$ cat src/rtl/pattern_switch_ctrl_if.sv
// Control/status bundle between the pattern switch controller and the DDR source mux.
// master = controller side, slave = mux/register side.
interface pattern_switch_ctrl_if #(
   parameter int CNT_W = 16
);
   logic             pattern_req;
   logic             burst_active;
   logic             conv_empty_in;
   logic             conv_empty_out;
   logic             pattern_en;
   logic             pattern_flush;
   logic             switching;
   logic [CNT_W-1:0] switch_cnt;
   logic             timeout_err;

   modport master (
      input  pattern_req, burst_active, conv_empty_in,
      output conv_empty_out, pattern_en, pattern_flush, switching, switch_cnt, timeout_err
   );

   modport slave (
      output pattern_req, burst_active, conv_empty_in,
      input  conv_empty_out, pattern_en, pattern_flush, switching, switch_cnt, timeout_err
   );
endinterface

$ cat src/rtl/pattern_switch_ctrl.sv
// DIGIFIFO/PATTERN source sequencer: switches only between DDR bursts, then blanks empty for HOLDOFF cycles.
// Registered outputs except conv_empty_out; SWITCH_TIMEOUT_EN adds a DRAIN watchdog that forces the commit.
module pattern_switch_ctrl #(
   parameter int HOLDOFF = 4,
   parameter int CNT_W   = 16,
   parameter int TIMEOUT = 1024
) (
   input  logic                  clk,
   input  logic                  reset,
   pattern_switch_ctrl_if.master bus
);
   localparam logic [7:0] HOLD_INIT = 8'(HOLDOFF - 1);

   typedef enum logic [1:0] {RUN = 2'd0, DRAIN = 2'd1, BLANK = 2'd2} state_t;

   state_t           state_q, state_d;
   logic             pattern_en_q, pattern_en_d;
   logic             pattern_flush_q, pattern_flush_d;
   logic             switching_q, switching_d;
   logic [CNT_W-1:0] switch_cnt_q, switch_cnt_d;
   logic [7:0]       hold_cnt_q, hold_cnt_d;
   logic             commit;
   logic             force_commit;
   logic             conv_empty;

   always_comb begin
      state_d         = state_q;
      pattern_en_d    = pattern_en_q;
      pattern_flush_d = 1'b0;
      switch_cnt_d    = switch_cnt_q;
      hold_cnt_d      = hold_cnt_q;
      commit          = 1'b0;
      case (state_q)
         RUN: begin
            if (bus.pattern_req != pattern_en_q) state_d = DRAIN;
         end
         DRAIN: begin
            // A request that reverts before the burst ends is an abort, not a switch.
            if (bus.pattern_req == pattern_en_q) state_d = RUN;
            else if (!bus.burst_active || force_commit) commit = 1'b1;
         end
         BLANK: begin
            if (hold_cnt_q == 8'd0) state_d = RUN;
            else hold_cnt_d = hold_cnt_q - 1'b1;
         end
         default: state_d = RUN;
      endcase
      if (commit) begin
         state_d         = BLANK;
         pattern_en_d    = ~pattern_en_q;
         pattern_flush_d = pattern_en_q;
         hold_cnt_d      = HOLD_INIT;
         if (switch_cnt_q != {CNT_W{1'b1}}) switch_cnt_d = switch_cnt_q + 1'b1;
      end
      switching_d = (state_d != RUN);
   end

   always_ff @(posedge clk) begin
      if (reset) begin
         state_q         <= RUN;
         pattern_en_q    <= 1'b0;
         pattern_flush_q <= 1'b0;
         switching_q     <= 1'b0;
         switch_cnt_q    <= '0;
         hold_cnt_q      <= 8'd0;
      end else begin
         state_q         <= state_d;
         pattern_en_q    <= pattern_en_d;
         pattern_flush_q <= pattern_flush_d;
         switching_q     <= switching_d;
         switch_cnt_q    <= switch_cnt_d;
         hold_cnt_q      <= hold_cnt_d;
      end
   end

`ifdef SWITCH_TIMEOUT_EN
   localparam int              TO_W    = $clog2(TIMEOUT + 1);
   localparam logic [TO_W-1:0] TO_LAST = TO_W'(TIMEOUT - 1);

   logic [TO_W-1:0] to_cnt_q, to_cnt_d;
   logic            timeout_err_q, timeout_err_d;

   always_comb begin
      to_cnt_d = '0;
      if (state_q == DRAIN) to_cnt_d = (to_cnt_q == TO_LAST) ? to_cnt_q : to_cnt_q + 1'b1;
      force_commit = (state_q == DRAIN) && (to_cnt_q == TO_LAST) && bus.burst_active;
      // A commit with the burst still live can only be the forced one.
      timeout_err_d = timeout_err_q | (commit & bus.burst_active);
   end

   always_ff @(posedge clk) begin
      if (reset) begin
         to_cnt_q      <= '0;
         timeout_err_q <= 1'b0;
      end else begin
         to_cnt_q      <= to_cnt_d;
         timeout_err_q <= timeout_err_d;
      end
   end

   assign bus.timeout_err = timeout_err_q;
`else
   logic unused_timeout;
   assign unused_timeout  = (TIMEOUT == 0);
   assign force_commit    = 1'b0;
   assign bus.timeout_err = 1'b0;
`endif

   always_comb begin
      conv_empty = 1'b1;
      if (!reset) begin
         case (state_q)
            RUN:     conv_empty = bus.conv_empty_in;
            DRAIN:   conv_empty = bus.conv_empty_in | ~bus.burst_active;
            default: conv_empty = 1'b1;
         endcase
      end
   end

   assign bus.conv_empty_out = conv_empty;
   assign bus.pattern_en     = pattern_en_q;
   assign bus.pattern_flush  = pattern_flush_q;
   assign bus.switching      = switching_q;
   assign bus.switch_cnt     = switch_cnt_q;
endmodule
$ cat src/flat_wrapper.sv
// flat-port wrapper written by rule: the top's interface ports become plain ports
module pattern_switch_ctrl_flat 
#(
   parameter int HOLDOFF = 4,
   parameter int CNT_W   = 16,
   parameter int TIMEOUT = 1024
)
  (clk, reset, bus_pattern_req, bus_burst_active, bus_conv_empty_in, bus_conv_empty_out, bus_pattern_en, bus_pattern_flush, bus_switching, bus_switch_cnt, bus_timeout_err);
  pattern_switch_ctrl_if #(.CNT_W(CNT_W)) bus_i ();
  input  logic clk;
  input  logic reset;
  input wire logic [$bits(bus_i.pattern_req)-1:0] bus_pattern_req;
  input wire logic [$bits(bus_i.burst_active)-1:0] bus_burst_active;
  input wire logic [$bits(bus_i.conv_empty_in)-1:0] bus_conv_empty_in;
  output wire logic [$bits(bus_i.conv_empty_out)-1:0] bus_conv_empty_out;
  output wire logic [$bits(bus_i.pattern_en)-1:0] bus_pattern_en;
  output wire logic [$bits(bus_i.pattern_flush)-1:0] bus_pattern_flush;
  output wire logic [$bits(bus_i.switching)-1:0] bus_switching;
  output wire logic [$bits(bus_i.switch_cnt)-1:0] bus_switch_cnt;
  output wire logic [$bits(bus_i.timeout_err)-1:0] bus_timeout_err;
  assign bus_i.pattern_req = bus_pattern_req;
  assign bus_i.burst_active = bus_burst_active;
  assign bus_i.conv_empty_in = bus_conv_empty_in;
  assign bus_conv_empty_out = bus_i.conv_empty_out;
  assign bus_pattern_en = bus_i.pattern_en;
  assign bus_pattern_flush = bus_i.pattern_flush;
  assign bus_switching = bus_i.switching;
  assign bus_switch_cnt = bus_i.switch_cnt;
  assign bus_timeout_err = bus_i.timeout_err;
  pattern_switch_ctrl #(.HOLDOFF(HOLDOFF), .CNT_W(CNT_W), .TIMEOUT(TIMEOUT)) u_core (.clk(clk), .reset(reset), .bus(bus_i));
endmodule
$ cat config.mk
export PLATFORM = sky130hd
export DESIGN_NAME = pattern_switch_ctrl_flat
export DESIGN_NICKNAME = d
export VERILOG_FILES = /design/src/rtl/pattern_switch_ctrl_if.sv /design/src/rtl/pattern_switch_ctrl.sv /design/src/flat_wrapper.sv
export SDC_FILE = /design/constraint.sdc
export NUM_CORES = 1
export LEC_CHECK = 0
export ABC_AREA = 1
export CAP_MARGIN = 20
export CORE_MARGIN = 3
export CORE_UTILIZATION = 50
export CTS_BUF_LIST = sky130_fd_sc_hd__clkbuf_2 sky130_fd_sc_hd__clkbuf_4 sky130_fd_sc_hd__clkbuf_8
export DETAILED_ROUTE_END_ITERATION = 6
export MAX_ROUTING_LAYER = met4
export PLACE_DENSITY = 0.86
export RECOVER_POWER = 50
export SLEW_MARGIN = 20
export SYNTH_ARGS = -nofsm -noshare
export SYNTH_HDL_FRONTEND = slang
export SYNTH_SLANG_ARGS = --single-unit
$ cat constraint.sdc
create_clock -name clk -period 1.9 [get_ports clk]
set_clock_uncertainty 0.2 [all_clocks]
set_input_delay 0.19 -clock clk [delete_from_list [all_inputs] [get_ports clk]]
set_output_delay 0.19 -clock clk [all_outputs]
set_load 0.03 [all_outputs]
==> impl_metrics.toml <==
[critical_path]
path_cells = "buf_4 -> clkdlybuf4s50_1"
critPathRequiredTime_ps = 1510
end_kind = "output port"
crit_type = "flop to output port"
slowest_delay_ps = 660
critPathArrivalTime_ps = 1470
start_kind = "flop"
rr_worst_depth = 7
cp_slowest_cell = "clkdlybuf4s50_1"
critPathMaxFanout = 5

[route]
first_pass_iters = 6
ant_nets = 0
routed_via_density = 5.06
wl_mm = 3.97
drt_iter0_drc = 119
drc = 0
wl_per_cell_microns = 12.1
route.vias.total = 1659

[clocking]
clock-sinks = 29
clockRootBuffer = "clkbuf_4"
cts_tree = "built"
path_clk_slew_ps = 90
cts_inserted_buffers = 5
cts_buffer_depth = 2
clock_latency_ps = 340
h-tree-depth = 2
post-cts-setup-buffers = 0

[power]
ir_drop_v = 0.000451
p_leak_nw = 0.805
power_density_mw_per_mm2 = 623

[final_layout]
drive_above_1_share_pct = 16.9
finish.utilization_pct = 66.8
syn_to_final_growth_pct = 25.5
layout.nets = 291
diodes = 0

[synthesis]
synth-edff-count = 0
synth_area_sq_mm = 0.00165
ys_top_cells_by_count = "nand2_1 (71), nor2_1 (36), dfxtp_1 (29)"
synth_mux_area_share_pct = 0
synth_cell_type_count = 25
syn_avg_cell_area_sq_um = 6.82
synth.yosys.seq_area_share_pct = 35.2
yosys.cell_count.top_type = "nand2_1"
synth_xor_area_share_pct = 6.36
synth_top_family_by_area = "simple AND/OR/NAND/NOR gates"
synth_compound_area_share_pct = 10.5
ys.flop_type = "dfxtp_1"
synth_top_area_cell = "dfxtp_1"
synth.area.top_cells = "dfxtp_1 (35%), nand2_1 (16%), nor2_1 (8.2%)"
yosys.area_share.simple_pct = 37.9
synthAdderAreaFrac_pct = 2.27
ys_ff_latch = 29
async_flop_share_pct = 0
ys.warnings.count = 0
syn_nets = 250
synth.top_cell.area_share_pct = 35.2
synth_cells = 242

[min_path]
worstHoldPathCells = 2
min_path_type = "flop to flop"

[placement]
hpwl_mm = 2.81
dp_slack_ps = -11.4
io_buffers = 24
place.gp.congestion = 0.898

[sta]
tns_ps = 0
rsz0062_at_grt = "false"
fin_crit_sh_pct = 98.1
fmax_mhz = 537
fin_crit_ps = 1860
setup_ws_ps = 36.9
hold_violations = 0
finalSetupViolCount = 0
drv_slew = 0

[floorplanning]
rows = 20
die_x_microns = 63.5
io_pins = 26
core-area_sq_mm = 0.00310
die_y_microns = 63.5
start_util_pct = 53.2
fp.dieArea_sq_mm = 0.00403

[global_routing]
antenna_found_initial = 0
grt_max_degree = 19
first_global_vias = 1723
grt_remaining_overflow = 0
grt_pass1_wl_mm = 7.07
grt_usage_pct = 22.6

[outcome]
outcome = "finished clean"

[job]
drv_cap = 0
==> cells by family after synthesis <==
logic type,after synthesis
xor+xnor,12
other cells,1
compound gates,28
fa+ha+maj,3
flops,29
buf+inv,27
simple gates,142
==> critical path, delay by kind of cell, from the launching register on <==
kind                   cells  cell delay, ps
buffers and inverters      2             800
DFF                        1             340
==> through the flow <==
stage,cell area (sq um),power (W),hold slack (ps),instances
finish,2070,0.00129,275,328
global route,2070,0.00134,302,328
CTS,2120,0.00130,273,328
detailed placement,2030,0.000756,259,320
global placement,2030,0.000754,255,320
floorplan,1650,0.000722,175,242
==> layout by cell type, fill, tap and decap left out, types with 6 or more instances in the layout <==
master and n:
xnor2_1 8, inv_1 22, dfxtp_1 27, nand2_1 72, a21oi_1 13, clkbuf_1 7
clkdlybuf4s50_1 12, o21ai_0 6, buf_4 14, nand3_1 12, nand2_2 10, clkbuf_4 6
a21oi_2 8, nor2_1 36, nand4_1 7
==> report_power, final <==
group          total (W)  internal, W  switching, W  leakage, nW
Clock           0.000550     0.000328      0.000222       0.0489
Sequential      0.000624     0.000617    0.00000708        0.235
Combinational   0.000117    0.0000461     0.0000713        0.520
==> flip-flops by register name (all words and copies together), names as in the netlist <==
register,cells
u_core.hold_cnt_q,8
u_core.bus.pattern_flush,1
u_core.bus.switching,1
u_core.state_q,2
u_core.bus.switch_cnt,16
u_core.bus.pattern_en,1
==> path summary, 6_finish.rpt <==
check	startpoint	end	slack (ps)
min reg2reg	u_core.hold_cnt_q[0]	u_core.hold_cnt_q[0]	270
min	u_core.hold_cnt_q[0]	u_core.hold_cnt_q[0]	270
max	u_core.bus.switch_cnt[10]	bus_switch_cnt[10]	40
max reg2reg	u_core.bus.switch_cnt[0]	u_core.bus.switch_cnt[9]	120
==> what timing repair did <==
action | CTS | global route
setup endpoints to repair | 10 | 8
pin swaps | 0 | 1
hold buffers | 0 | 0
gates resized for setup | 5 | 6
==> routing by layer <==
| layer | GRT usage [%] | wire length (microns) |
|---|---|---|
| met2 | 39.2 | 2030 |
| met5 | - | 0 |
| met4 | 10.2 | 82 |
| met3 | 5.53 | 268 |
| met1 | 24.1 | 1600 |
==> area by class of cell <==
class,count,area (sq um)
clock buffer,7,58.8
clock inverter,1,30.0
fill,271,1030
inverter,22,82.6
multi-input combinational,186,946
sequential,29,583
tap,44,55.1
timing repair buffer,39,317
Power figures use the tool's default switching activity.
